<file path="src/rtl/multi_debouncer.sv">
// Multi-channel button debouncer: 2-flop sync, shared tick prescaler, edge pulses.
// Define DEBOUNCE_HOLD_EN to build the per-channel long-press (o_HOLD) counters.
module multi_debouncer #(
  parameter int   p_CHANNELS     = 4,
  parameter int   p_DIVIDER      = 5,
  parameter int   p_STABLE_TICKS = 8,
  parameter int   p_HOLD_TICKS   = 1000,
  parameter logic p_RESET_LEVEL  = 1'b0
) (
  input  logic                  i_SYS_CLOCK,
  input  logic                  i_RST_N,
  input  logic [p_CHANNELS-1:0] i_BTN,
  output logic [p_CHANNELS-1:0] o_BTN,
  output logic [p_CHANNELS-1:0] o_RISE,
  output logic [p_CHANNELS-1:0] o_FALL,
  output logic [p_CHANNELS-1:0] o_HOLD
);

  localparam int PW = (p_DIVIDER > 1) ? $clog2(p_DIVIDER) : 1;
  localparam int CW = $clog2(p_STABLE_TICKS + 1);
  localparam logic [PW-1:0] DIV_LAST = PW'(p_DIVIDER - 1);
  localparam logic [CW-1:0] CNT_LAST = CW'(p_STABLE_TICKS - 1);
  localparam logic [p_CHANNELS-1:0] RST_VEC = {p_CHANNELS{p_RESET_LEVEL}};

  logic [p_CHANNELS-1:0] sync1_q, sync2_q;
  logic [PW-1:0] presc_q, presc_d;
  logic tick;
  logic [p_CHANNELS-1:0][CW-1:0] cnt_q, cnt_d;
  logic [p_CHANNELS-1:0] btn_q, btn_d;
  logic [p_CHANNELS-1:0] rise_q, rise_d;
  logic [p_CHANNELS-1:0] fall_q, fall_d;

  always_ff @(posedge i_SYS_CLOCK or negedge i_RST_N) begin
    if (!i_RST_N) begin
      sync1_q <= RST_VEC;
      sync2_q <= RST_VEC;
    end else begin
      sync1_q <= i_BTN;
      sync2_q <= sync1_q;
    end
  end

  assign tick    = (presc_q == DIV_LAST);
  assign presc_d = tick ? '0 : presc_q + 1'b1;

  // Counter holds while a mismatch waits for the next tick, clears on agreement.
  always_comb begin
    cnt_d  = '0;
    btn_d  = btn_q;
    rise_d = '0;
    fall_d = '0;
    for (int i = 0; i < p_CHANNELS; i++) begin
      if (sync2_q[i] != btn_q[i]) begin
        cnt_d[i] = cnt_q[i];
        if (tick) begin
          if (cnt_q[i] == CNT_LAST) begin
            cnt_d[i]  = '0;
            btn_d[i]  = ~btn_q[i];
            rise_d[i] = ~btn_q[i];
            fall_d[i] = btn_q[i];
          end else begin
            cnt_d[i] = cnt_q[i] + 1'b1;
          end
        end
      end
    end
  end

  always_ff @(posedge i_SYS_CLOCK or negedge i_RST_N) begin
    if (!i_RST_N) begin
      presc_q <= '0;
      cnt_q   <= '0;
      btn_q   <= RST_VEC;
      rise_q  <= '0;
      fall_q  <= '0;
    end else begin
      presc_q <= presc_d;
      cnt_q   <= cnt_d;
      btn_q   <= btn_d;
      rise_q  <= rise_d;
      fall_q  <= fall_d;
    end
  end

  assign o_BTN  = btn_q;
  assign o_RISE = rise_q;
  assign o_FALL = fall_q;

`ifdef DEBOUNCE_HOLD_EN
  localparam int HW = $clog2(p_HOLD_TICKS + 1);
  localparam logic [HW-1:0] HOLD_MAX = HW'(p_HOLD_TICKS);

  logic [p_CHANNELS-1:0][HW-1:0] hold_q, hold_d;

  // Clearing on btn_d drops o_HOLD on the same edge the debounced level falls.
  always_comb begin
    hold_d = hold_q;
    for (int i = 0; i < p_CHANNELS; i++) begin
      if (!btn_d[i]) begin
        hold_d[i] = '0;
      end else if (tick && btn_q[i] && hold_q[i] != HOLD_MAX) begin
        hold_d[i] = hold_q[i] + 1'b1;
      end
    end
  end

  always_ff @(posedge i_SYS_CLOCK or negedge i_RST_N) begin
    if (!i_RST_N) begin
      hold_q <= '0;
    end else begin
      hold_q <= hold_d;
    end
  end

  always_comb begin
    o_HOLD = '0;
    for (int i = 0; i < p_CHANNELS; i++) begin
      o_HOLD[i] = (hold_q[i] == HOLD_MAX);
    end
  end
`else
  if (p_HOLD_TICKS >= 1) begin : g_hold_off
    assign o_HOLD = '0;
  end
`endif

endmodule

</file>
<file path="config.mk">
export PLATFORM = sky130hd
export DESIGN_NAME = multi_debouncer
export DESIGN_NICKNAME = d
export VERILOG_FILES = /design/src/rtl/multi_debouncer.sv
export SDC_FILE = /design/constraint.sdc
export NUM_CORES = 1
export LEC_CHECK = 0
export CAP_MARGIN = 20
export CORE_MARGIN = 1
export CORE_UTILIZATION = 48
export DETAILED_ROUTE_END_ITERATION = 6
export HOLD_SLACK_MARGIN = 0.08
export PLACE_DENSITY = 0.84
export SLEW_MARGIN = 5
export SYNTH_ARGS = -nofsm -noshare
export SYNTH_HDL_FRONTEND = slang
export SYNTH_SLANG_ARGS = --single-unit
</file>
<file path="constraint.sdc">
create_clock -name i_SYS_CLOCK -period 1.6 [get_ports i_SYS_CLOCK]
set_input_delay 0.24 -clock i_SYS_CLOCK [delete_from_list [all_inputs] [get_ports i_SYS_CLOCK]]
set_output_delay 0.24 -clock i_SYS_CLOCK [all_outputs]
set_load 0.02 [all_outputs]
</file>
Yosys cells after proc, flatten, opt, wreduce, memory -nomap -nowiden
Index checks and enable logic that the tools add are counted.
- register bits: 39
- input port bits: 6
- output and inout port bits: 16
- word-level logic and storage cells: 76
- add/subtract/negate cells: 5
- equal/unequal tests: 13
- mux-type cells: 37
- bitwise logic cells: 4
- reduce and logical (&&, ||, !) cells: 4
- operators with widths (cell ; number):
    4-bit 2-to-1 mux ; 12
    1-bit 2-to-1 mux ; 24
    4-bit by 1-bit adder with 4-bit output (second input constant) ; 4
    4-bit by 3-bit == test with 1-bit output (second input constant) ; 4
    3-bit AND reduction ; 4
    2-bit != test (second input constant) ; 4
    1-bit != test ; 4
    1-bit NOT ; 4
    3-bit by 1-bit adder with 3-bit output (second input constant) ; 1
    3-bit == test (second input constant) ; 1
    3-bit 2-to-1 mux ; 1

Depth between registers and ports, before layout
Gate-level depths: netlist of the first run.
- depth in word-level cells: 4
- gate-level depth with buffers: 7
- gate-level depth less buffers: 5

Worst setup path before layout of the first run
OpenSTA, ideal clock, no wires.
- path kind: reg-to-reg
- start: reg presc_q[0]
- end: reg btn_q[0] (netlist: o_BTN[0])
- setup time: 0.125 ns
- arrival time: 1.410 ns
- data required time: 1.475 ns
- path slack: 0.066 ns
- stages on the path, launching flop included: 7
- path buffers: 1
- period minus slack after synthesis: 1.534 ns
- path through: dfrtp_1 > inv_1 > ha_1 > and2_1 > buf_4 > nand4_1 > mux2_2
- longest elaborated chain between the ends: 2
- RTL lines (what ; RTL line ; text):
    from (decl) ; 26 ; logic [PW-1:0] presc_q, presc_d;
    from (signal assigned) ; 77 ; presc_q <= presc_d;
    3-bit == test ; 43 ; assign tick = (presc_q == DIV_LAST);
    3-bit AND reduction (no source line) ; - ;
    to (signal assigned) ; 79 ; btn_q <= btn_d;
    to (decl) ; 29 ; logic [p_CHANNELS-1:0] btn_q, btn_d;
No other way between the ends.
A chain may end at the register's enable or synchronous reset.

Final worst setup path of the first run
- start: reg presc_q[1]
- end: reg btn_q[0] (netlist: o_BTN[0])
Same word-level chain as after synthesis.

==> results of run 1 <==
==> through the flow <==
step                hold slack (ns)  TNS (ns)  cell area [µm²]
finish                        0.324         0             1960
global route                  0.303   -0.0115             1960
CTS                           0.312   -0.0155             1920
detailed placement            0.315         0             1850
global placement              0.304         0             1850
floorplan                   -0.0556         0             1620
==> Yosys cell counts <==
cell type and count:
sky130_fd_sc_hd__dfrtp_1 39, sky130_fd_sc_hd__a21oi_1 12, sky130_fd_sc_hd__nand2_1 12, sky130_fd_sc_hd__nand3_1 8
sky130_fd_sc_hd__nor3b_1 8, sky130_fd_sc_hd__ha_1 6, sky130_fd_sc_hd__inv_1 6, sky130_fd_sc_hd__nor2_1 6
sky130_fd_sc_hd__buf_4 5, sky130_fd_sc_hd__mux2_2 5, sky130_fd_sc_hd__a311o_1 4, sky130_fd_sc_hd__nand4_1 4
sky130_fd_sc_hd__o21ai_0 4, sky130_fd_sc_hd__or4_1 4, sky130_fd_sc_hd__xnor2_1 4, sky130_fd_sc_hd__xor2_1 4
sky130_fd_sc_hd__and2_1 1, sky130_fd_sc_hd__buf_6 1, sky130_fd_sc_hd__clkbuf_1 1, sky130_fd_sc_hd__conb_1 1
sky130_fd_sc_hd__nand2_2 1
==> metal layers <==
metal / up-vias / routed length (µm)
li1: 526 / -
met1: 556 / 1190
met2: 21 / 1600
met3: 0 / 99
met4: 0 / 0
met5: - / 0
==> worst paths after layout <==
path	startpoint	end	depth (start not counted)
max	presc_q[1]$_DFF_PN0_	o_BTN[0]$_DFFE_PN0P_	6
min	i_BTN[0]	sync1_q[0]$_DFF_PN0_	1
max reg2reg	presc_q[1]$_DFF_PN0_	o_BTN[0]$_DFFE_PN0P_	6
min reg2reg	sync1_q[0]$_DFF_PN0_	sync2_q[0]$_DFF_PN0_	0
max in group asynchronous	i_RST_N	sync2_q[3]$_DFF_PN0_	3
min in group asynchronous	i_RST_N	cnt_q[8]$_DFFE_PN0P_	3
==> power groups by stage <==
stage               Clock [mW]  Combinational [mW]  Sequential (mW)
finish                   0.556              0.0573             1.01
global route             0.622              0.0651             1.01
CTS                      0.575              0.0588             1.01
detailed placement           0              0.0570             1.03
global placement             0              0.0545             1.02
floorplan                    0              0.0298             1.02
==> cells in the final DEF, fill, tap and decap left out, types with 5 or more instances in the layout <==
cell type,count
sky130_fd_sc_hd__a21oi_1,12
sky130_fd_sc_hd__buf_4,8
sky130_fd_sc_hd__clkbuf_4,5
sky130_fd_sc_hd__clkdlybuf4s50_1,12
sky130_fd_sc_hd__dfrtp_1,39
sky130_fd_sc_hd__ha_1,5
sky130_fd_sc_hd__nand2_1,12
sky130_fd_sc_hd__nand3_1,8
sky130_fd_sc_hd__nor2_1,6
sky130_fd_sc_hd__nor3b_1,7
==> cell families (layout without fill, tap and decap cells) <==
logic type,count (synthesis),count (layout),share of synthesized area
AOI/OAI and AO/OA,20,20,0.0745
xor gates and xnor gates,8,8,0.0435
adders and majority gates,6,6,0.0466
buffers and inverters,13,41,0.0466
DFF,39,39,0.606
muxes,5,5,0.0349
other,1,4,0.00233
and+or+nand+nor,44,44,0.146
==> state kept, by name (all words and copies together), names as in the netlist <==
| register | count |
|---|---|
| o_FALL | 4 |
| sync1_q | 4 |
| sync2_q | 4 |
| o_BTN | 4 |
| presc_q | 3 |
| cnt_q | 16 |
| o_RISE | 4 |
==> repair_timing <==
item	CTS	global route
setup buffers	0	1
setup endpoints to repair	5	13
hold buffers	1	0
endpoints found under the hold margin	39	0
gates resized for setup	4	9
==> layout make-up <==
type / count / area, µm² / area share
clock buffers: 8 / 68.8 / 0.0350
inverters: 6 / 22.5 / 0.0115
multi-input cells: 87 / 601 / 0.306
flip-flops and latches: 39 / 976 / 0.497
well taps: 44 / 55.1 / 0.0280
repair buffers: 27 / 241 / 0.123
==> impl_metrics.csv, run 1 <==
group,metric,value,unit
power_and_ir_drop,power.ir.vdd_worst,395,µV
setup_path,timing.critical_path.arrival,1.77,ns
placed_design,post-place-ws,0.0105,ns
placed_design,detailed_place_hpwl,2110,µm
grt,first_global_vias,1139,
timing,fin_skew,0.00794,ns
drt,first_iter_violations,63,
drt,drt_pre_antenna_iters,4,
logic_synthesis,synth-seq-area-share,0.606,
grt,groute.layer.met2.usage,0.335,
clock_tree,worstSkewPairLatency,0.34,ns
power_and_ir_drop,power.leakage,0.900,nW
timing,setup_viol,0,
grt,gr-usage-met1,0.191,
drt,postRouteAntennaNets,0,
drt,average_wire_per_standard_cell,13.7,µm
power_and_ir_drop,proportion_of_power_drawn_by_combinational_gates,0.035,
timing,timing_hold_violations_final,0,
logic_synthesis,ys_ff_latch,39,
drt,remaining_drc_errors,0,
power_and_ir_drop,internal_power,1.28,mW
drt,route.detailed.vias_per_inst,5.23,
floorplanning,num_io_pins,22,
floorplanning,die_outline_area,0.00359,mm²
logic_synthesis,top_cells_by_area_in_the_synthesized_netlist,"sky130_fd_sc_hd__dfrtp_1 61%, sky130_fd_sc_hd__ha_1 4.7%, sky130_fd_sc_hd__a21oi_1 3.7%, sky130_fd_sc_hd__nor3b_1 3.7%, sky130_fd_sc_hd__mux2_2 3.5%",
setup_path,setup.reg_to_reg.worst_slack,0.07,ns
floorplanning,core_area,0.00313,mm²
timing,max_clock_freq,652,MHz
grt,use_met3,0.0736,
setup_path,critical_path_required,1.84,ns
floorplanning,floorplan.die.width,59.9,µm
floorplanning,die_height,59.9,µm
timing,post-route-min-period,1.53,ns
setup_path,crit_path_cells,"inv_2 -> ha_4 -> and2_4 -> buf_6 -> nand4_1 -> mux2_4",
grt,grt_first_pass_wirelength,4750,µm
cells_and_area,antenna_cells,0,
setup_path,cp.buffers_inverters,2,
setup_path,worstSetupPathType,"flop to flop",
cells_and_area,finalCoreUtilization,0.628,
cells_and_area,area_growth,21.9,%
grt,gr-total-overflow,0,
placed_design,place.gp.congestion,0.731,
floorplanning,initial_core_util,0.515,
clock_tree,tritoncts_clock_tree,"built",
setup_path,timing.critical_path.slowest_cell_delay,0.41,ns
placed_design,place.port_buffers,17,
setup_path,cp_max_fo,5,
logic_synthesis,synth_area_per_cell,11.8,µm²
cells_and_area,fin_cells,211,
setup_path,crit_path_top_delay_cell,"sky130_fd_sc_hd__dfrtp_1",
floorplanning,core.rowCount,20,
logic_synthesis,yosysWarnings,0,
flow_run,cap_violations,0,
logic_synthesis,cell_count_after_synthesis,136,
power_and_ir_drop,post-layout-total-power,1.62,mW
power_and_ir_drop,swShare,0.212,
drt,drt_wl_total,2890,µm
setup_path,endpoint_kind,"flop",
clock_tree,clock_tree.htree_level_count,2,
clock_tree,clock_path_buffers,2,
cells_and_area,final.fill_count,233,
clock_tree,tritoncts_buffers,5,
grt,groute.usage.overall,0.185,
grt,layer_carrying_the_most_global_route_usage,"met2",
power_and_ir_drop,seq_power_share,0.621,
logic_synthesis,post_synth_instance_area,0.00161,mm²
grt,maximum_number_of_pins_on_one_net_before_global_route_repair,40,
power_and_ir_drop,power_frac_clock,0.343,
timing,setup_slack,0.0669,ns
worst_hold_path,timing.hold.worst.class,"input pin to flop",
logic_synthesis,synth.lib_cells_used.distinct,21,
logic_synthesis,yosys.area.top_type,"sky130_fd_sc_hd__dfrtp_1",
run_status,run_status,"completed",
logic_synthesis,synth.top_cell.area_share,0.606,
drt,via_count,1103,
clock_tree,clock_pin_transition_on_the_worst_setup_and_hold_timing_paths,0.11,ns
power_and_ir_drop,power.net_switching,0.344,mW
setup_path,crit_path_start_kind,"flop",
grt,grt_antenna_before_repair,0,
cells_and_area,drive_gt1_frac,0.168,
clock_tree,clkSinkCount,39,
power_and_ir_drop,p_per_area,825,mW/mm²
timing,final_max_slew_viol_count,0,
timing,timing.final.crit_share,0.958,
setup_path,path_delay_family,"flip-flops",
cells_and_area,num-nets-final,178,
clock_tree,clock_tree.root_cell,"sky130_fd_sc_hd__clkbuf_4",
placed_design,dp_cells,201,
(Power assumes the default switching activity.)
==> run 2, diff against run 1 <==
--- a/config.mk
+++ b/config.mk
@@ -9,6 +9,7 @@
 export CORE_MARGIN = 1
 export CORE_UTILIZATION = 48
 export DETAILED_ROUTE_END_ITERATION = 6
+export GPL_ROUTABILITY_DRIVEN = 0
 export HOLD_SLACK_MARGIN = 0.08
 export PLACE_DENSITY = 0.84
 export SLEW_MARGIN = 5
==> results of run 2 <==
The final DEF is identical to that of run 1; final timing and power are the same.
